[config.mk]
export PLATFORM = sky130hd
export DESIGN_NAME = yuv_line_sequencer_flat
export DESIGN_NICKNAME = d
export VERILOG_FILES = /design/src/rtl/yuv_line_sequencer_pkg.sv /design/src/rtl/yuv_line_sequencer_if.sv /design/src/rtl/yuv_line_sequencer.sv /design/src/flat_wrapper.sv
export SDC_FILE = /design/constraint.sdc
export NUM_CORES = 1
export LEC_CHECK = 0
export BUFFER_PORTS_ARGS = -buffer_cell sky130_fd_sc_hd__buf_2
export CORE_MARGIN = 10
export CORE_UTILIZATION = 31
export CTS_CLUSTER_DIAMETER = 80
export CTS_CLUSTER_SIZE = 16
export DETAILED_ROUTE_END_ITERATION = 7
export SYNTH_ARGS = -nofsm -noshare
export SYNTH_HDL_FRONTEND = slang
export SYNTH_SLANG_ARGS = --single-unit
export TNS_END_PERCENT = 50
[constraint.sdc]
create_clock -name clk_i -period 6.8 [get_ports clk_i]
set_input_delay 1.36 -clock clk_i [delete_from_list [all_inputs] [get_ports clk_i]]
set_output_delay 1.36 -clock clk_i [all_outputs]
set_load 0.01 [all_outputs]
[src/rtl/yuv_line_sequencer_pkg.sv]
// Shared definitions for the YUV line/frame sequencer.
// State encoding, pad pattern and default counter width.
// Imported by the interface-facing top and the bench.
package yuv_line_sequencer_pkg;

  // Default width of the line-word and line counters
  localparam int CNT_WIDTH_DEFAULT = 16;

  // One 32-bit YUV422 group of black: Y=0x00, U=V=0x80 (LSB first: V, Y1, U, Y0)
  localparam logic [31:0] PAD_WORD32 = 32'h0080_0080;

  // State encoding
  localparam logic [2:0] ST_IDLE_ENC      = 3'd0;
  localparam logic [2:0] ST_SKIP_ENC      = 3'd1;
  localparam logic [2:0] ST_WAIT_LINE_ENC = 3'd2;
  localparam logic [2:0] ST_LINE_ENC      = 3'd3;
  localparam logic [2:0] ST_PAD_ENC       = 3'd4;
  localparam logic [2:0] ST_DROP_ENC      = 3'd5;

  typedef enum logic [2:0] {
    ST_IDLE      = ST_IDLE_ENC,
    ST_SKIP      = ST_SKIP_ENC,
    ST_WAIT_LINE = ST_WAIT_LINE_ENC,
    ST_LINE      = ST_LINE_ENC,
    ST_PAD       = ST_PAD_ENC,
    ST_DROP      = ST_DROP_ENC
  } state_t;

endpackage

[src/rtl/yuv_line_sequencer_if.sv]
// Pixel stream bundle between the YUV422 converter, the sequencer and the packer.
// Pure wiring, no latency.
// No ready signal: the stream is never stalled, the sequencer drops excess input.
interface yuv_line_sequencer_if #(
  parameter int PIXEL_PER_CLK = 8
);
  localparam int WORD_W = PIXEL_PER_CLK * 16;

  // Converter side
  logic              frame_start_i;
  logic [WORD_W-1:0] yuv_i;
  logic              yuv_valid_i;
  logic              yuv_line_i;

  // Packer side
  logic [WORD_W-1:0] yuv_o;
  logic              yuv_valid_o;
  logic              line_start_o;
  logic              frame_end_o;

  // Stream source / sink (bench or converter wrapper)
  modport master (
    output frame_start_i, yuv_i, yuv_valid_i, yuv_line_i,
    input  yuv_o, yuv_valid_o, line_start_o, frame_end_o
  );

  // The sequencer itself
  modport slave (
    input  frame_start_i, yuv_i, yuv_valid_i, yuv_line_i,
    output yuv_o, yuv_valid_o, line_start_o, frame_end_o
  );

endinterface

[src/rtl/yuv_line_sequencer.sv]
// Windows every line to line_words words (black pad / truncate), counts lines, decimates frames.
// Latency: 1 cycle yuv_i -> yuv_o; all outputs registered.
// No backpressure: input is never stalled; words outside the window are discarded.
module yuv_line_sequencer
  import yuv_line_sequencer_pkg::*;
#(
  parameter int PIXEL_PER_CLK = 8,
  parameter int CNT_WIDTH     = CNT_WIDTH_DEFAULT
) (
  input  logic                 clk_i,
  input  logic                 reset_i,
  yuv_line_sequencer_if.slave  bus,
  input  logic [CNT_WIDTH-1:0] line_words_i,
  input  logic [CNT_WIDTH-1:0] frame_lines_i,
  input  logic [3:0]           frame_skip_i,
  input  logic                 err_clr_i,
  output logic                 frame_active_o,
  output logic [CNT_WIDTH-1:0] line_count_o,
  output logic                 err_o
);

  localparam int WORD_W = PIXEL_PER_CLK * 16;
  localparam logic [WORD_W-1:0] PAD_WORD = {(PIXEL_PER_CLK / 2){PAD_WORD32}};

  state_t               state;
  logic [CNT_WIDTH-1:0] lw_q;        // line words latched at frame start
  logic [CNT_WIDTH-1:0] fl_q;        // frame lines latched at frame start
  logic [CNT_WIDTH-1:0] word_cnt;    // words emitted in the current line
  logic [3:0]           skip_cnt;    // frames still to drop before the next pass

  logic [CNT_WIDTH-1:0] word_cnt_inc;
  logic [CNT_WIDTH-1:0] line_cnt_inc;
  logic                 last_word;   // the word emitted this cycle closes the line
  logic                 last_line;   // the current line closes the frame
  logic                 cfg_ok;
  logic                 in_frame;
  logic                 fwd_now;     // forward the input word this cycle
  logic                 pad_now;     // emit a black word this cycle
  logic                 err_set;

  assign word_cnt_inc = word_cnt + CNT_WIDTH'(1);
  assign line_cnt_inc = line_count_o + CNT_WIDTH'(1);
  assign last_word    = (word_cnt_inc == lw_q);
  assign last_line    = (line_cnt_inc == fl_q);
  assign cfg_ok       = (line_words_i != '0) && (frame_lines_i != '0);

  assign in_frame = (state == ST_WAIT_LINE) || (state == ST_LINE) ||
                    (state == ST_PAD)       || (state == ST_DROP);

  // A line is opened by the first valid word in WAIT_LINE and continues in LINE.
  assign fwd_now = ((state == ST_WAIT_LINE) || (state == ST_LINE)) && bus.yuv_valid_i;

  // Padding starts in the very cycle the falling line is seen, so pad words
  // follow the last data word without a bubble.
  assign pad_now = (state == ST_PAD) ||
                   ((state == ST_LINE) && !bus.yuv_valid_i && !bus.yuv_line_i);

  // Aborting a passed frame or receiving data while padding is a protocol error.
  assign err_set = (bus.frame_start_i && in_frame) ||
                   ((state == ST_PAD) && bus.yuv_valid_i);

  // Frame/line state machine with registered stream outputs and counters
  always_ff @(posedge clk_i or posedge reset_i) begin
    if (reset_i) begin
      state            <= ST_IDLE;
      lw_q             <= '0;
      fl_q             <= '0;
      word_cnt         <= '0;
      skip_cnt         <= '0;
      bus.yuv_o        <= '0;
      bus.yuv_valid_o  <= 1'b0;
      bus.line_start_o <= 1'b0;
      bus.frame_end_o  <= 1'b0;
      frame_active_o   <= 1'b0;
      line_count_o     <= '0;
    end else begin
      bus.yuv_valid_o  <= 1'b0;
      bus.line_start_o <= 1'b0;
      bus.frame_end_o  <= 1'b0;

      if (bus.frame_start_i) begin
        // Frame sync wins over everything; a coincident data word is dropped.
        lw_q     <= line_words_i;
        fl_q     <= frame_lines_i;
        word_cnt <= '0;
        if (!cfg_ok) begin
          state          <= ST_IDLE;
          frame_active_o <= 1'b0;
        end else if (skip_cnt != 4'd0) begin
          skip_cnt       <= skip_cnt - 4'd1;
          state          <= ST_SKIP;
          frame_active_o <= 1'b0;
        end else begin
          skip_cnt       <= frame_skip_i;
          line_count_o   <= '0;
          state          <= ST_WAIT_LINE;
          frame_active_o <= 1'b1;
        end
      end else if (fwd_now || pad_now) begin
        bus.yuv_o        <= fwd_now ? bus.yuv_i : PAD_WORD;
        bus.yuv_valid_o  <= 1'b1;
        bus.line_start_o <= (state == ST_WAIT_LINE);
        bus.frame_end_o  <= last_word && last_line;
        word_cnt         <= word_cnt_inc;
        if (last_word) begin
          if (fwd_now && bus.yuv_line_i) begin
            // Line is longer than the window: swallow the rest of it.
            state <= ST_DROP;
          end else begin
            line_count_o <= line_cnt_inc;
            word_cnt     <= '0;
            state        <= last_line ? ST_IDLE : ST_WAIT_LINE;
          end
        end else if (fwd_now && bus.yuv_line_i) begin
          state <= ST_LINE;
        end else begin
          state <= ST_PAD;
        end
      end else if ((state == ST_DROP) && !bus.yuv_line_i) begin
        line_count_o <= line_cnt_inc;
        word_cnt     <= '0;
        state        <= last_line ? ST_IDLE : ST_WAIT_LINE;
      end else if (state == ST_IDLE) begin
        // Held one cycle past frame_end_o so the last word is still inside the frame.
        frame_active_o <= 1'b0;
      end
    end
  end

  // Sticky error flag; a new error in the clearing cycle keeps it set
  always_ff @(posedge clk_i or posedge reset_i) begin
    if (reset_i) begin
      err_o <= 1'b0;
    end else begin
      err_o <= err_set | (err_o & ~err_clr_i);
    end
  end

endmodule

[src/flat_wrapper.sv]
// flat-port wrapper written by rule: the top's interface ports become plain ports
module yuv_line_sequencer_flat import yuv_line_sequencer_pkg::*;
#(
  parameter int PIXEL_PER_CLK = 8,
  parameter int CNT_WIDTH     = CNT_WIDTH_DEFAULT
)
  (clk_i, reset_i, line_words_i, frame_lines_i, frame_skip_i, err_clr_i, frame_active_o, line_count_o, err_o, bus_frame_start_i, bus_yuv_i, bus_yuv_valid_i, bus_yuv_line_i, bus_yuv_o, bus_yuv_valid_o, bus_line_start_o, bus_frame_end_o);
  yuv_line_sequencer_if #(.PIXEL_PER_CLK(PIXEL_PER_CLK)) bus_i ();
  input  logic clk_i;
  input  logic reset_i;
  input  logic [CNT_WIDTH-1:0] line_words_i;
  input  logic [CNT_WIDTH-1:0] frame_lines_i;
  input  logic [3:0] frame_skip_i;
  input  logic err_clr_i;
  output logic frame_active_o;
  output logic [CNT_WIDTH-1:0] line_count_o;
  output logic err_o;
  input wire logic [$bits(bus_i.frame_start_i)-1:0] bus_frame_start_i;
  input wire logic [$bits(bus_i.yuv_i)-1:0] bus_yuv_i;
  input wire logic [$bits(bus_i.yuv_valid_i)-1:0] bus_yuv_valid_i;
  input wire logic [$bits(bus_i.yuv_line_i)-1:0] bus_yuv_line_i;
  output wire logic [$bits(bus_i.yuv_o)-1:0] bus_yuv_o;
  output wire logic [$bits(bus_i.yuv_valid_o)-1:0] bus_yuv_valid_o;
  output wire logic [$bits(bus_i.line_start_o)-1:0] bus_line_start_o;
  output wire logic [$bits(bus_i.frame_end_o)-1:0] bus_frame_end_o;
  assign bus_i.frame_start_i = bus_frame_start_i;
  assign bus_i.yuv_i = bus_yuv_i;
  assign bus_i.yuv_valid_i = bus_yuv_valid_i;
  assign bus_i.yuv_line_i = bus_yuv_line_i;
  assign bus_yuv_o = bus_i.yuv_o;
  assign bus_yuv_valid_o = bus_i.yuv_valid_o;
  assign bus_line_start_o = bus_i.line_start_o;
  assign bus_frame_end_o = bus_i.frame_end_o;
  yuv_line_sequencer #(.PIXEL_PER_CLK(PIXEL_PER_CLK), .CNT_WIDTH(CNT_WIDTH)) u_core (.clk_i(clk_i), .reset_i(reset_i), .bus(bus_i), .line_words_i(line_words_i), .frame_lines_i(frame_lines_i), .frame_skip_i(frame_skip_i), .err_clr_i(err_clr_i), .frame_active_o(frame_active_o), .line_count_o(line_count_o), .err_o(err_o));
endmodule
**Word level (Yosys, flattened, before mapping)**

Cells that the tools add are included.

- Add/subtract/negate cells: 3
- Eq/ne operators: 12
- Muxes and demuxes: 35
- Bitwise operators: 4
- Reduce and logical (&&, ||, !) cells: 27

Operator list:

| operator | count |
|---|---|
| $mux 16 | 12 |
| $mux 128 | 1 |
| $add 16x1->16 const B | 2 |
| $eq 16x16->1 | 2 |
| $reduce_bool 16->1 | 2 |
| $mux 3 | 7 |
| $mux 1 | 12 |
| $logic_and 1x1->1 | 9 |
| $eq 3x2->1 const B | 2 |
| $eq 3x3->1 const B | 2 |
| $logic_or 1x1->1 | 6 |
| $ne 2x2->1 const B | 3 |
| $reduce_and 5->1 | 1 |
| $mux 2 | 2 |
| $mux 4 | 1 |
| $reduce_and 2->1 | 2 |
| $reduce_bool 4->1 | 1 |
| $sub 4x1->4 const B | 1 |
| $logic_not 3->1 | 1 |
| $ne 3x2->1 const B | 1 |
| $ne 3x3->1 const B | 1 |
| $reduce_and 3->1 | 1 |
| $reduce_bool 3->1 | 1 |
| $logic_not 1->1 | 2 |
| 5 further kinds | 6 |

- Flip-flop bits (word level): 204
- Word-level logic and storage cells: 93

**Logic depth before layout (Yosys ltp)**

Gate-level depths: netlist (run 1).

- Depth in word-level cells: 8
- Mapped depth: 12
- Mapped depth without buffers: 8

**Least setup slack after synthesis (run 1)**

Ideal clock, no wire load.

- Kind: reg2reg
- From: reg u_core.word_cnt[4]
- To: reg u_core.word_cnt[1]
- Arrival: 3.082 ns
- Required time: 6.678 ns
- Slack: 3.597 ns
- Cell stages (with the launch flop): 10
- Cell sequence: dfrtp_1 -> clkbuf_1 -> nand3_1 -> or4_1 -> xnor2_1 -> or4b_1 -> or4b_1 -> buf_4 -> buf_6 -> a32o_1

- Word-level cells in the longest chain between the ends: 5

Ends and longest elaborated chain:

| item | line | RTL |
|---|---|---|
| start: declaration | yuv_line_sequencer.sv:28 | `logic [CNT_WIDTH-1:0] word_cnt;` |
| start signal: assignment | yuv_line_sequencer.sv:104 | `word_cnt <= word_cnt_inc;` |
| $add 16x1->16 | yuv_line_sequencer.sv:41 | `assign word_cnt_inc = word_cnt + CNT_WIDTH'(1);` |
| $eq 16x16->1 | yuv_line_sequencer.sv:43 | `assign last_word = (word_cnt_inc == lw_q);` |
| $mux 16 | yuv_line_sequencer.sv:105 | `if (last_word) begin` |
| $mux 16 | yuv_line_sequencer.sv:99 | `end else if (fwd_now \|\| pad_now) begin` |
| $mux 16 | yuv_line_sequencer.sv:81 | `if (bus.frame_start_i) begin` |

No other way between the ends.
A chain may end at the register's enable or synchronous reset.

**Worst setup path in the final report (run 1)**

- From: in bus_frame_start_i
- To: reg u_core.bus.yuv_o[55]

- Word-level cells in the longest chain between the ends: 2

Ends and longest elaborated chain:

| item | line | RTL |
|---|---|---|
| start: declaration | flat_wrapper.sv:18 | `input wire logic [$bits(bus_i.frame_start_i)-1:0] bus_frame_start_i;` |
| $not 1->1 (no source line) | -- |  |
| $reduce_and 2->1 (no source line) | -- |  |
| end signal: assignment | yuv_line_sequencer.sv:100 | `bus.yuv_o <= fwd_now ? bus.yuv_i : PAD_WORD;` |
| end: declaration | yuv_line_sequencer_if.sv:30 | `output yuv_o, yuv_valid_o, line_start_o, frame_end_o` |

No other way between the ends.

==> key figures, run 1 <==
Outcome
  • Status: finished clean

Cells and area
  • Share of cells above drive strength 1: 29.8%
  • Layout Nets: between 1.5k and 2k
  • Post-Layout Inst Area: 12200 sq um
  • Non-filler cells, final: between 1.5k and 2k
  • P&R area growth vs syn: 25.0%
  • Util after Layout: 39.0%

Drt
  • Routed WL per cell: around 19 um
  • Number of routed nets with antenna violations: 0
  • Routed wl met3: roughly 2100 um
  • Drt drc: 0
  • Initial DRT Pass Iterations: 5
  • Met1 wire length: approximately 14000 um
  • Highest Signal Layer: met4
  • Vias per inst: 5.06
  • Total routed wirelength: 32900 um
  • Starting DRT DRC Count: 547
  • Met2 Wirelength: 16200 um
  • DR vias: roughly 8.9k

Synthesis
  • Leading area contributor after synthesis: dfrtp_1
  • Flops & latches, synth: roughly 200
  • Synth Area per Inst: around 9 sq um
  • Synth cell types: 63
  • Ranking of synthesized cells by area: dfrtp_1, nand2_1, nand3_1
  • Top-area cell type share of the netlist area: 52.1%
  • Syn. warnings: 0
  • Register area share after synthesis: a little over half
  • Most numerous cell in the Yosys netlist: nand2_1
  • Cell Area, Synth: roughly 9800 sq um
  • Synth Net Count: between 1k and 1.5k
  • Primary FF master, synth: dfrtp_1
  • Asr flop ratio synth: 100%
  • EDFF count, synth: 0
  • Gate Count Post-Synth: around 1.1k
  • Post-synth top cells: nand2_1, dfrtp_1, nand3_1

STA
  • Fin Hold WS: 0.459 ns
  • FMAX: 254 MHz
  • Post-layout min period: 3.93 ns
  • Setup_tns: 0 ns
  • Final worst slack: about 2.9 ns
  • Worst rel slew slack: 27.6%
  • Final Hold Viols: 0
  • Transition time of the tightest slew-check pin: around 1.1 ns
  • Final Max Tran Viols: 0
  • RSZ-0062 raised after global routing: no
  • Setup violators final: 0
  • Fin crit share: 57.9%
  • Clk_skew: 0.0165 ns

Pwr
  • NetSw: 1.48 mW
  • Flop pwr share: between 40% and 50%
  • Switching portion of total power: roughly 37%
  • P per Cell Area: approximately 330 nW/um^2
  • Combinational share of power: about 30%
  • Final Power: about 4.0 mW
  • P_int: 2.51 mW
  • VDD IR-drop max: between 0.15 and 0.2 mV
  • Clock group share of total power: 26.6%
  • Leakage Power: 6.41 nW

GRT
  • Vias in the first global route: 8632
  • Initial antenna violation count: 1
  • First-pass GRT wire length: 50800 um
  • GRT Total Usage: between 10% and 20%
  • Gr ovfl total: 0
  • Largest net degree at the start of global routing: 102

Critical path
  • Critical path class: in2reg
  • Count of buffer and inverter cells on the critical path: 5
  • WP data required: 7.24 ns
  • CP endpoint kind: flop
  • Maximum fanout along the worst path: 101
  • Cell family with most CP delay: buffers and inverters
  • CP most frequent cell: buf_4
  • Crit path largest cell delay: 0.84 ns
  • Critical path depth in cells: 8
  • CP Cell Sequence: buf_2, buf_4, inv_1, nand2_4, inv_4, buf_4, o21ai_0, nand2_1
  • CP max stage cell: inv_4
  • Worst path arrival time: roughly 4.4 ns
  • Type of origin of the critical path: input port
  • Worst r2r path cells: 7

CTS
  • Clk slew on worst S/H paths: 0.07 ns
  • Post-CTS Setup Inserts: 0
  • CTS buffer count: 19
  • Resized Gates After CTS: 0
  • H-Tree Depth: 1
  • Cts hold-fix bufs: 0
  • Max Buffers Root-to-Sink: 3
  • Root Buffer: clkbuf_16
  • TritonCTS clock tree: yes
  • Clock sink count: 204
  • Clk_lat worst skew: about 0.51 ns

Die
  • Die Area: 39100 sq um
  • Initial Utilization: 31.2%
  • Rows: 65
  • DIE WIDTH: 198 um
  • # IOs: 319
  • Die span in y: roughly 200 um
  • Core area: 31400 sq um

Place
  • Placed inst area: 11700 sq um
  • Port bufs: 318
  • Dpl ws: 2.33 ns
  • Placed insts: 1722
  • DP HPWL: 23700 um
  • Routability cong.: 0.869

Job
  • Maxcap violations: 0

Hold path
  • Hold path depth: 2
  • Worst hold path type: reg2reg
layout make-up:
cell class,instances,area (sq um)
Antenna cell,1,2.50
Clock buffer,21,483
Clock inverter,10,104
Fill cell,3210,19200
Inverter,19,77.6
Multi-Input combinational cell,768,4290
Sequential cell,204,5100
Tap cell,402,503
Timing Repair Buffer,329,1670
state kept, by name, indices dropped and copies added, names as in the netlist:
register	flops
u_core.bus.frame_end_o	1
u_core.bus.line_start_o	1
u_core.bus.yuv_o	128
u_core.bus.yuv_valid_o	1
u_core.err_o	1
u_core.fl_q	16
u_core.frame_active_o	1
u_core.line_count_o	16
u_core.lw_q	16
u_core.skip_cnt	4
u_core.state	3
u_core.word_cnt	16
power by group through the flow:
stage	clock (mW)	sequential (mW)	combinational [mW]
2_1_floorplan	0	1.82	0.576
3_3_place_gp	0	1.73	1.21
3_5_place_dp	0	1.74	1.23
4_1_cts	1.10	1.72	1.23
5_1_grt	1.14	1.76	1.35
6_report	1.06	1.72	1.20
kinds of logic after synthesis:
family,synth area share (%)
simple gates,26.5
fa+ha+maj,0.383
xor+xnor,3.76
compound gates,9.11
mux,4.03
flops,52.1
buf+inv,4.13
per-layer routing:
layer,global-route usage (%),up-vias
met3,3.06,40
met1,21.4,4297
met5,0,-
met2,25.9,275
li1,-,4271
met4,4.27,0
worst register-to-register path, delay by kind of cell (launching register included):
kind             cells  cell delay (ns)
XOR/XNOR             1             0.19
flip-flops           1             0.54
AO/OA/AOI/OAI        2             0.48
AND/OR/NAND/NOR      4             2.53
placed cells by master, fill, tap and decap left out, drive strengths merged, types with 4 or more instances in the layout:
cell type,n
a211o,6
a21oi,16
a22o,4
a31oi,23
a32oi,6
a41oi,4
and2,6
and3,11
and4,6
buf,329
clkbuf,21
clkinv,6
dfrtp,204
inv,20
mux2,35
nand2,291
nand2b,5
nand3,139
nand3b,6
nand4,22
nor2,26
nor2b,7
nor3,4
nor4,18
o211ai,10
o21ai,29
or3,5
or4,5
xnor2,28
xor2,14
path summary, 6_finish.rpt:
kind,startpoint,to,slack [ns]
setup / recovery,bus_frame_start_i,u_core.bus.yuv_o[55],2.87
hold reg to reg,u_core.bus.yuv_o[120],u_core.bus.yuv_o[120],0.46
hold / removal,u_core.bus.yuv_o[120],u_core.bus.yuv_o[120],0.46
max in group asynchronous,reset_i,u_core.bus.yuv_o[94],4.76
min in group asynchronous,reset_i,u_core.bus.yuv_o[22],0.84
setup reg to reg,u_core.word_cnt[4],u_core.word_cnt[7],2.91
Power figures use the tool's default switching activity.
==> inputs of run 2 (changes only) <==
Clock period 6.8 ns to 3.85 ns, I/O delays scaled along.
==> key figures, run 2 (synthesis gave the netlist of run 1 again) <==
Outcome
  • Status: finished clean (unchanged)

Drt
  • Number of routed nets with antenna violations: 0 (unchanged)
  • Routed WL per cell: 18.9 um (was 18.8 um)
  • Total routed wirelength: 33200 um (was 32900 um)
  • DR vias: 8866 (was 8883)
  • Vias per inst: 5.05 (was 5.06)
  • Starting DRT DRC Count: 503 (was 547)
  • Initial DRT Pass Iterations: 8 (was 5)
  • Drt drc: 0 (unchanged)

Pwr
  • Switching portion of total power: 36.9% (was 37.1%)
  • Combinational share of power: 31.5% (was 30.2%)
  • Leakage Power: 6.42 nW (was 6.41 nW)
  • NetSw: 2.54 mW (was 1.48 mW)
  • Flop pwr share: 43.7% (was 43.2%)
  • VDD IR-drop max: 0.386 mV (was 0.168 mV)
  • P per Cell Area: 563 nW/um^2 (was 326 nW/um^2)
  • P_int: 4.35 mW (was 2.51 mW)
  • Clock group share of total power: 24.8% (was 26.6%)

GRT
  • Routing usage on met1: 21.3% (was 21.4%)
  • Gr ovfl total: 0 (unchanged)
  • Top Usage Layer GRT: met2 (unchanged)
  • GRT Total Usage: 16.0% (about the same)
  • Initial antenna violation count: 0 (was 1)
  • Vias in the first global route: 8483 (was 8632)
  • GRT met2 Usage: 25.5% (was 25.9%)
  • Grt met3 use: 3.31% (was 3.06%)
  • First-pass GRT wire length: 50200 um (was 50800 um)
  • Largest net degree at the start of global routing: 133 (was 102)

STA
  • Fin crit share: 88.5%
  • Post-layout min period: 3.41 ns
  • Setup violators final: 0 (unchanged)
  • Final worst slack: 0.442 ns (was 2.87 ns)
  • Final Hold Viols: 0 (unchanged)
  • Clk_skew: 0.0310 ns (was 0.0165 ns)
  • Worst rel slew slack: 32.8% (was 27.6%)
  • RSZ-0062 raised after global routing: no (unchanged)
  • FMAX: 293 MHz
  • Transition time of the tightest slew-check pin: 1.01 ns (was 1.09 ns)
  • Setup_tns: 0 ns (unchanged)
  • Final Max Tran Viols: 0 (unchanged)

CTS
  • Clk_lat worst skew: 0.51 ns (about the same)
  • Clock sink count: 204 (unchanged)
  • Cts hold-fix bufs: 0 (unchanged)
  • Root Buffer: clkbuf_16 (unchanged)
  • CTS buffer count: 17 (was 19)
  • H-Tree Depth: 1 (unchanged)
  • Max Buffers Root-to-Sink: 3 (unchanged)
  • Clk slew on worst S/H paths: 0.08 ns (was 0.07 ns)
  • Resized Gates After CTS: 0 (unchanged)
  • TritonCTS clock tree: yes (unchanged)
  • Post-CTS Setup Inserts: 0 (unchanged)

Die
  • DIE WIDTH: 198 um (unchanged)
  • # IOs: 319 (unchanged)
  • Die Area: 39100 sq um (unchanged)
  • Initial Utilization: 31.2% (unchanged)
  • Core area: 31400 sq um (unchanged)
  • Die span in y: 198 um (unchanged)
  • Rows: 65 (unchanged)

Critical path
  • Worst path arrival time: 3.75 ns (was 4.38 ns)
  • CP Cell Sequence: nand4_2, or4_1, xnor2_1, or4b_1, or4b_1, buf_4, a41oi_1, a31oi_1 (was buf_2, buf_4, inv_1, nand2_4, inv_4, buf_4, o21ai_0, nand2_1)
  • WP data required: 4.20 ns (was 7.24 ns)
  • Count of buffer and inverter cells on the critical path: 1 (was 5)
  • CP endpoint kind: flop (unchanged)
  • Critical path class: reg2reg (was in2reg)
  • CP most frequent cell: or4b_1 (was buf_4)
  • CP max stage cell: or4_1 (was inv_4)
  • Crit path largest cell delay: 0.63 ns (was 0.84 ns)
  • Cell family with most CP delay: simple AND/OR/NAND/NOR gates (was buffers and inverters)
  • Maximum fanout along the worst path: 19 (was 101)
  • Type of origin of the critical path: flop (was input port)

Cells and area
  • Filler cell count: 3214 (was 3210)
  • P&R area growth vs syn: 25.1% (was 25.0%)
  • Diodes inserted: 0 (was 1)
  • Share of cells above drive strength 1: 29.9% (was 29.8%)
  • Multi-input gate area: 4290 sq um (unchanged)
  • Largest Register: u_core.bus.yuv_o (unchanged)
  • Post-Layout Inst Area: 12300 sq um (was 12200 sq um)
  • Max FFs per register: 128 (unchanged)
  • Most frequent cells in the layout: buf_2, nand2_1, dfrtp_1 (unchanged)
  • Layout Nets: 1519 (was 1514)
  • Commonest non-fill, non-tap cell in the layout: buf_2 (unchanged)
  • Non-filler cells, final: 1755 (was 1754)
  • Util after Layout: 39.0% (about the same)
  • Register area: 5100 sq um (unchanged)

Job
  • Maxcap violations: 0 (unchanged)

Place
  • Placed inst area: 11700 sq um (about the same)
  • Port bufs: 318 (unchanged)
  • Routability cong.: 0.880 (was 0.869)
  • Dpl ws: 0.517 ns (was 2.33 ns)
  • Placed insts: 1729 (was 1722)
  • DP HPWL: 24200 um (was 23700 um)

Hold path
  • Worst hold path type: in2async (was reg2reg)
## run 2: cell count changes in the layout (fill, tap and decap cells not counted), moves of 2 or more
cell / before / now
clkbuf_16: 19 / 17
buf_12: 0 / 3
clkbuf_8: 0 / 4
buf_4: 11 / 15
clkinv_4: 2 / 0
## run 2: layer usage
metal	share of wire, %	up-vias
met4	3.0	0
met3	6.3	50
met2	48	300
met1	43	4246
li1	-	4270
met5	0	-
## run 2: final timing paths
check | slack [ns] | start | cells after the start | end
worst max-delay path | 0.44 | u_core.word_cnt[2] | 8 | u_core.word_cnt[7]
worst min-delay path | 0.41 | reset_i | 3 | u_core.bus.yuv_o[107]
worst max register to register | 0.44 | u_core.word_cnt[2] | 8 | u_core.word_cnt[7]
worst min register to register | 0.46 | u_core.bus.yuv_o[24] | 2 | u_core.bus.yuv_o[24]
max in group asynchronous | 2.62 | reset_i | 3 | u_core.line_count_o[6]
min in group clk_i | 0.46 | u_core.bus.yuv_o[24] | 2 | u_core.bus.yuv_o[24]
## run 2: final cells by class
| class | count | share of cell area [%] |
|---|---|---|
| Timing Repair Buffer | 336 | 14.4 |
| Tap cell | 402 | 4.11 |
| Sequential cell | 204 | 41.7 |
| Multi-Input combinational cell | 768 | 35.0 |
| Clock buffer | 22 | 3.95 |
| Inverter | 19 | 0.633 |
| Clock inverter | 4 | 0.214 |
## run 2: power groups by stage
stage / clock network (mW) / logic (mW) / registers (mW)
2_1_floorplan: 0 / 1.02 / 3.21
3_3_place_gp: 0 / 2.18 / 3.05
3_5_place_dp: 0 / 2.20 / 3.06
4_1_cts: 1.78 / 2.21 / 3.02
5_1_grt: 1.83 / 2.41 / 3.10
6_report: 1.71 / 2.17 / 3.02
## run 2: worst reg2reg max path: stages (launching register included)
cell and delay [ns]:
dfrtp_1 0.54, nand4_2 0.33, or4_1 0.63, xnor2_1 0.17, or4b_1 0.55, or4b_1 0.51, buf_4 0.22, a41oi_1 0.24
a31oi_1 0.06
## run 2: metrics by stage
| stage | total power, mW | hold slack [ns] |
|---|---|---|
| 2_1_floorplan | 4.23 | 0.474 |
| 3_3_place_gp | 5.23 | 0.444 |
| 3_5_place_dp | 5.26 | 0.450 |
| 4_1_cts | 7.01 | 0.452 |
| 5_1_grt | 7.34 | 0.478 |
| 6_report | 6.90 | 0.415 |
